## config.mk

```make
export PLATFORM = sky130hd
export DESIGN_NAME = timer_arbiter
export DESIGN_NICKNAME = d
export VERILOG_FILES = /design/src/rtl/tarb_pkg.sv /design/src/rtl/rr_pick.sv /design/src/rtl/timer_arbiter.sv
export SDC_FILE = /design/constraint.sdc
export NUM_CORES = 1
export LEC_CHECK = 0
export BUFFER_PORTS_ARGS = -buffer_cell sky130_fd_sc_hd__buf_2
export CAP_MARGIN = 5
export CORE_MARGIN = 5
export CORE_UTILIZATION = 43
export CTS_CLUSTER_DIAMETER = 200
export CTS_CLUSTER_SIZE = 20
export DETAILED_ROUTE_END_ITERATION = 16
export PLACE_DENSITY = 0.73
export SYNTH_ARGS = -nofsm -noshare
export SYNTH_HDL_FRONTEND = slang
export SYNTH_SLANG_ARGS = --single-unit
```

## constraint.sdc

```tcl
create_clock -name CLK -period 1.7 [get_ports CLK]
set_clock_uncertainty 0.15 [all_clocks]
set_input_delay 0.255 -clock CLK [delete_from_list [all_inputs] [get_ports CLK]]
set_output_delay 0.255 -clock CLK [all_outputs]
set_load 0.005 [all_outputs]
```

## src/rtl/tarb_pkg.sv

```systemverilog
// Shared types and default sizing for the timer arbiter.
package tarb_pkg;

    // One-hot state encoding; any other code is treated as IDLE.
    typedef enum logic [3:0] {
        IDLE = 4'b0001,
        ST   = 4'b0010,
        HD   = 4'b0100,
        DT   = 4'b1000
    } state_t;

    localparam int TARB_N_DEF        = 4;
    localparam int TARB_HOLD_MAX_DEF = 16;

endpackage

```

## src/rtl/rr_pick.sv

```systemverilog
// Rotating-priority picker: first set request bit at or above ptr, wrapping.
module rr_pick #(
    parameter int N  = 4,
    parameter int SW = $clog2(N)
) (
    input  logic [N-1:0]  req,
    input  logic [SW-1:0] ptr,
    output logic          valid,
    output logic [SW-1:0] idx
);

    // Scan from the farthest offset down so the nearest set bit wins.
    always_comb begin
        int j;
        j     = 0;
        valid = 1'b0;
        idx   = '0;
        for (int k = N - 1; k >= 0; k--) begin
            j = int'(ptr) + k;
            if (j >= N) j = j - N;
            if (req[j]) begin
                valid = 1'b1;
                idx   = SW'(j);
            end
        end
    end

endmodule

```

## src/rtl/timer_arbiter.sv

```systemverilog
// Round-robin owner of a single delay timer shared by N requesters.
// Runs RESET -> START -> wait READY -> hold Y for the chosen owner.
// Optional hold-time preemption is enabled by defining TARB_PREEMPT_EN.
module timer_arbiter
    import tarb_pkg::*;
#(
    parameter  int N        = TARB_N_DEF,
    parameter  int HOLD_MAX = TARB_HOLD_MAX_DEF,
    localparam int SW       = $clog2(N)
) (
    input  logic          CLK,
    input  logic          N_RESET,
    input  logic [N-1:0]  X,
    input  logic          READY,
    output logic          RESET,
    output logic          START,
    output logic [N-1:0]  GNT,
    output logic [N-1:0]  Y,
    output logic [SW-1:0] SEL,
    output logic          BUSY
);

    if (N < 2 || HOLD_MAX < 1) begin : g_bad_param
        $error("timer_arbiter: N must be >= 2 and HOLD_MAX >= 1");
    end

    state_t        r_state, w_next;
    logic [SW-1:0] r_owner, r_ptr, w_ptr_nxt, w_pick_idx;
    logic [N-1:0]  w_req, w_owner_oh;
    logic          w_pick_vld, w_own_x, w_release, w_preempt;

    assign w_owner_oh = {{(N-1){1'b0}}, 1'b1} << r_owner;
    assign w_own_x    = X[r_owner];
    assign w_ptr_nxt  = (r_owner == SW'(N - 1)) ? '0 : r_owner + 1'b1;
    assign w_release  = (r_state == HD || r_state == DT) && (w_next == IDLE);

`ifdef TARB_PREEMPT_EN
    localparam int CW = $clog2(HOLD_MAX + 1);
    logic [CW-1:0] r_cnt;
    logic [N-1:0]  r_mask;

    // A preempted owner stays out of the pick until it drops its request.
    assign w_req     = X & ~r_mask;
    assign w_preempt = (r_state == DT) && w_own_x && (r_cnt == CW'(HOLD_MAX))
                       && (|(X & ~w_owner_oh));

    // DT hold counter (saturating) and preemption mask.
    always_ff @(posedge CLK) begin
        if (!N_RESET) begin
            r_cnt  <= '0;
            r_mask <= '0;
        end else begin
            if (r_state != DT)
                r_cnt <= '0;
            else if (r_cnt != CW'(HOLD_MAX))
                r_cnt <= r_cnt + 1'b1;
            r_mask <= (r_mask | (w_preempt ? w_owner_oh : '0)) & X;
        end
    end
`else
    assign w_req     = X;
    assign w_preempt = 1'b0;
`endif

    rr_pick #(.N(N), .SW(SW)) u_pick (
        .req   (w_req),
        .ptr   (r_ptr),
        .valid (w_pick_vld),
        .idx   (w_pick_idx)
    );

    // Next-state: owner X drop beats READY; illegal codes fall back to IDLE.
    always_comb begin
        w_next = IDLE;
        case (r_state)
            IDLE: w_next = w_pick_vld ? ST : IDLE;
            ST:   w_next = HD;
            HD:   w_next = !w_own_x ? IDLE : (READY ? DT : HD);
            DT:   w_next = (!w_own_x || w_preempt) ? IDLE : DT;
            default: w_next = IDLE;
        endcase
    end

    // State, owner latch on pick, and pointer advance on release.
    always_ff @(posedge CLK) begin
        if (!N_RESET) begin
            r_state <= IDLE;
            r_owner <= '0;
            r_ptr   <= '0;
        end else begin
            r_state <= w_next;
            if (r_state == IDLE && w_pick_vld) r_owner <= w_pick_idx;
            if (w_release)                     r_ptr   <= w_ptr_nxt;
        end
    end

    // Moore outputs from state and owner only; unknown codes decode as IDLE.
    always_comb begin
        RESET = 1'b0;
        START = 1'b0;
        GNT   = '0;
        Y     = '0;
        BUSY  = 1'b0;
        SEL   = r_owner;
        case (r_state)
            ST: begin START = 1'b1; GNT = w_owner_oh; BUSY = 1'b1; end
            HD: begin GNT = w_owner_oh; BUSY = 1'b1; end
            DT: begin GNT = w_owner_oh; Y = w_owner_oh; BUSY = 1'b1; end
            default: RESET = 1'b1;
        endcase
    end

endmodule
```

==> flow_metrics.env <==
export IMPL_clkLatencyLatePin_ns=0.26
export IMPL_gp_congestion=0.8171
export IMPL_fin_cells=117
export IMPL_final_common_cell="buf_2"
export IMPL_p_sw_share_pct=31.56
export IMPL_maxSlewHeadroom_pct=73.70
export IMPL_ff2ff_path_depth=4
export IMPL_syn_cell_area_um2=598.1
export IMPL_fin_setup_tns_ns=-0.2027
export IMPL_ys_flop_type="dfxtp_1"
export IMPL_grt_pass1_wl_um=2559
export IMPL_whs_path_depth=3
export IMPL_htree_levels=1
export IMPL_syn2layout_area_growth_pct=41.84
export IMPL_clk_pin_slew_worst_paths_ns=0.06
export IMPL_timing_reg2reg_setup_slack_ns=0.06
export IMPL_r2r_end="r_ptr[1]"
export IMPL_drive_gt1_share_pct=48.04
export IMPL_grt_setup_unrepaired="yes"
export IMPL_postSynthAreaPerCell_um2=8.424
export IMPL_synthesis_nets=82
export IMPL_wire_per_inst_um=13.62
export IMPL_finalCritPeriodShare_pct=102.5
export IMPL_p_leak_uw=0.0003918
export IMPL_viasPerCell=5.368
export IMPL_critPathSlowestCell="dfxtp_4"
export IMPL_setup_violations=8
export IMPL_end_kind="output port"
export IMPL_status="complete, but fails checks"
export IMPL_synth_edf_count=0
export IMPL_antenna_found_initial=0
export IMPL_p_seq_share_pct=39.6
export IMPL_route_detailed_drc=0
export IMPL_dp_cells=110
export IMPL_cts_made_buffers=3
export IMPL_required_ns=1.29
export IMPL_final_cell_mix="buf_2, buf_4, and2_1"
export IMPL_use_met1_pct=19.91
export IMPL_cp_start_kind="register"
export IMPL_cts_root_buf="clkbuf_4"
export IMPL_grt_overflow=0
export IMPL_die_w_um=47.30
export IMPL_worstPathCellList="xor2_2 > o21ai_1 > nor2_2 > and2_1 > buf_2"
export IMPL_startpoint="r_state[2]"
export IMPL_grt_max_degree=11
export IMPL_drt_total_wl_um=1593
export IMPL_whs_endpoint="r_ptr[0]"
export IMPL_start_util_pct=45.96
export IMPL_synth_cell_types=30
export IMPL_worstPathArrival_ns=1.34
export IMPL_cts_path_max_buffers=2
export IMPL_cap_violations=0
export IMPL_ys_warn_count=0
export IMPL_rr_startpoint="SEL[1]"
export IMPL_hp_start="N_RESET"
export IMPL_firstDrtPassIters=4
export IMPL_cts_tree="done"
export IMPL_grt_use_met3_pct=6.513
export IMPL_cts_sinks=8
export IMPL_coreArea_um2=1301
export IMPL_synth_async_sr_flop_share_pct=0
export IMPL_hp_class="in -> reg"
export IMPL_ys_ff_latch=8
export IMPL_die_h_um=47.30
export IMPL_num_vias=628
export IMPL_clkPwrFrac_pct=28.0
export IMPL_p_sw_uw=172.6
export IMPL_track_usage_pct=16.16
export IMPL_drv_slew=0
export IMPL_dp_hpwl_um=1180
export IMPL_grt_pass1_vias=572
export IMPL_drt_iter0_drc=28
export IMPL_ioPinCount=20
export IMPL_dieArea_um2=2237
export IMPL_top_usage_layer="met2"
export IMPL_io_buffer_count=19
export IMPL_row_count=13
export IMPL_p_comb_share_pct=32.4
export IMPL_crit_type="reg -> out"
export IMPL_grt_util_met2_pct=27.54
export IMPL_min_period_ns=1.742
export IMPL_yosysSeqAreaShare_pct=26.78
export IMPL_hold_ws_ns=0.1659
export IMPL_synthCells=71
export IMPL_cts_hold_buf=0
export IMPL_post_place_ws_ns=0.03440
export IMPL_power_density_nw_per_um2=644.6
export IMPL_nNetsFinal=115
export IMPL_violations="setup timing"
export IMPL_diodes=0
export IMPL_worst_pin_slew_ns=0.3909
export IMPL_setup_slack_ns=-0.04168
export IMPL_internal_power_uw=374.3
export IMPL_hold_viol=0
export IMPL_drtAntennaViolNets=0
export IMPL_max_stage_delay_ns=0.37
export IMPL_worstPathMaxFanout=7
export IMPL_peakVddDrop_mv=0.5591
export IMPL_max_freq_mhz=574.2
## worst max-delay path, delay by kind of cell, from the launching register on
| family | cells | cell delay, ns |
|---|---|---|
| XOR/XNOR | 1 | 0.16 |
| buffers and inverters | 1 | 0.10 |
| flip-flops | 1 | 0.37 |
| AND/OR/NAND/NOR | 2 | 0.35 |
| AO/OA/AOI/OAI | 1 | 0.08 |
## state kept, by name, summed over array words and instances (netlist names)
signal / cells
r_ptr: 2
SEL: 2
r_state: 4
## per-stage QoR
stage,utilization [%],total power [uW],area [um^2]
after global placement,57.98,369.4,754.5
after global routing,65.19,578.0,848.3
final,65.19,546.9,848.3
after CTS,63.08,540.6,820.8
after detailed placement,57.98,372.2,754.5
after floorplan,-,303.6,598.1
## cells in the mapped netlist, types with 2 or more instances
cell type / number / area share (%)
nor2_1: 2 / 1.3
o21ai_0: 3 / 2.5
nor2b_1: 4 / 4.2
ha_1: 4 / 8.4
a21oi_1: 3 / 2.5
nand3_1: 3 / 2.5
dfxtp_1: 8 / 27
and2_1: 8 / 8.4
o21ai_1: 4 / 3.3
nand2_1: 4 / 2.5
inv_1: 7 / 4.4
nor4b_2: 2 / 5.0
nand2b_1: 2 / 2.1
## final cells by class
cell class | instances | area, um^2
fill | 112 | 452.9
clock buffer | 3 | 22.52
multi-input combinational | 54 | 425.4
timing repair buffer | 30 | 181.4
inverter | 7 | 26.28
tap | 15 | 18.77
sequential | 8 | 173.9
## per-layer routing
metal  routed length [um]  share of wire [%]
met1                  651                 41
met2                  840                 53
met3                  100                6.3
met4                    0                  0
met5                    0                  0
## cells by family after synthesis
logic type | after synthesis | share of synthesized area, %
and+or+nand+nor | 33 | 38.70
DFF | 8 | 26.78
xor gates and xnor gates | 1 | 1.465
AOI/OAI and AO/OA | 15 | 14.85
muxes | 1 | 3.765
adders and majority gates | 4 | 8.369
buffers and inverters | 9 | 6.066
## worst max path at each step
stage	slack [ns]	end	depth (start not counted)
2_1_floorplan	0.08	r_state[2]	4
3_3_place_gp	0.07	Y[0]	4
3_5_place_dp	0.03	Y[1]	4
4_1_cts	-0.05	GNT[2]	6
5_1_grt	-0.15	GNT[1]	5
6_report	-0.04	GNT[1]	5
## power groups by stage
stage / sequential (uW) / clock (uW) / combinational, uW
after global placement: 217 / 0 / 152
after detailed placement: 217 / 0 / 155
after CTS: 216 / 156 / 169
final: 217 / 153 / 177
after global routing: 218 / 165 / 195
after floorplan: 221 / 0 / 83.0
## repair_timing
action / CTS / global route
setup buffers: 3 / 2
resized for setup: 7 / 9
pin swaps: 2 / 3
setup endpoints to repair: 10 / 12
No activity file was read; power rests on OpenSTA's default activity.
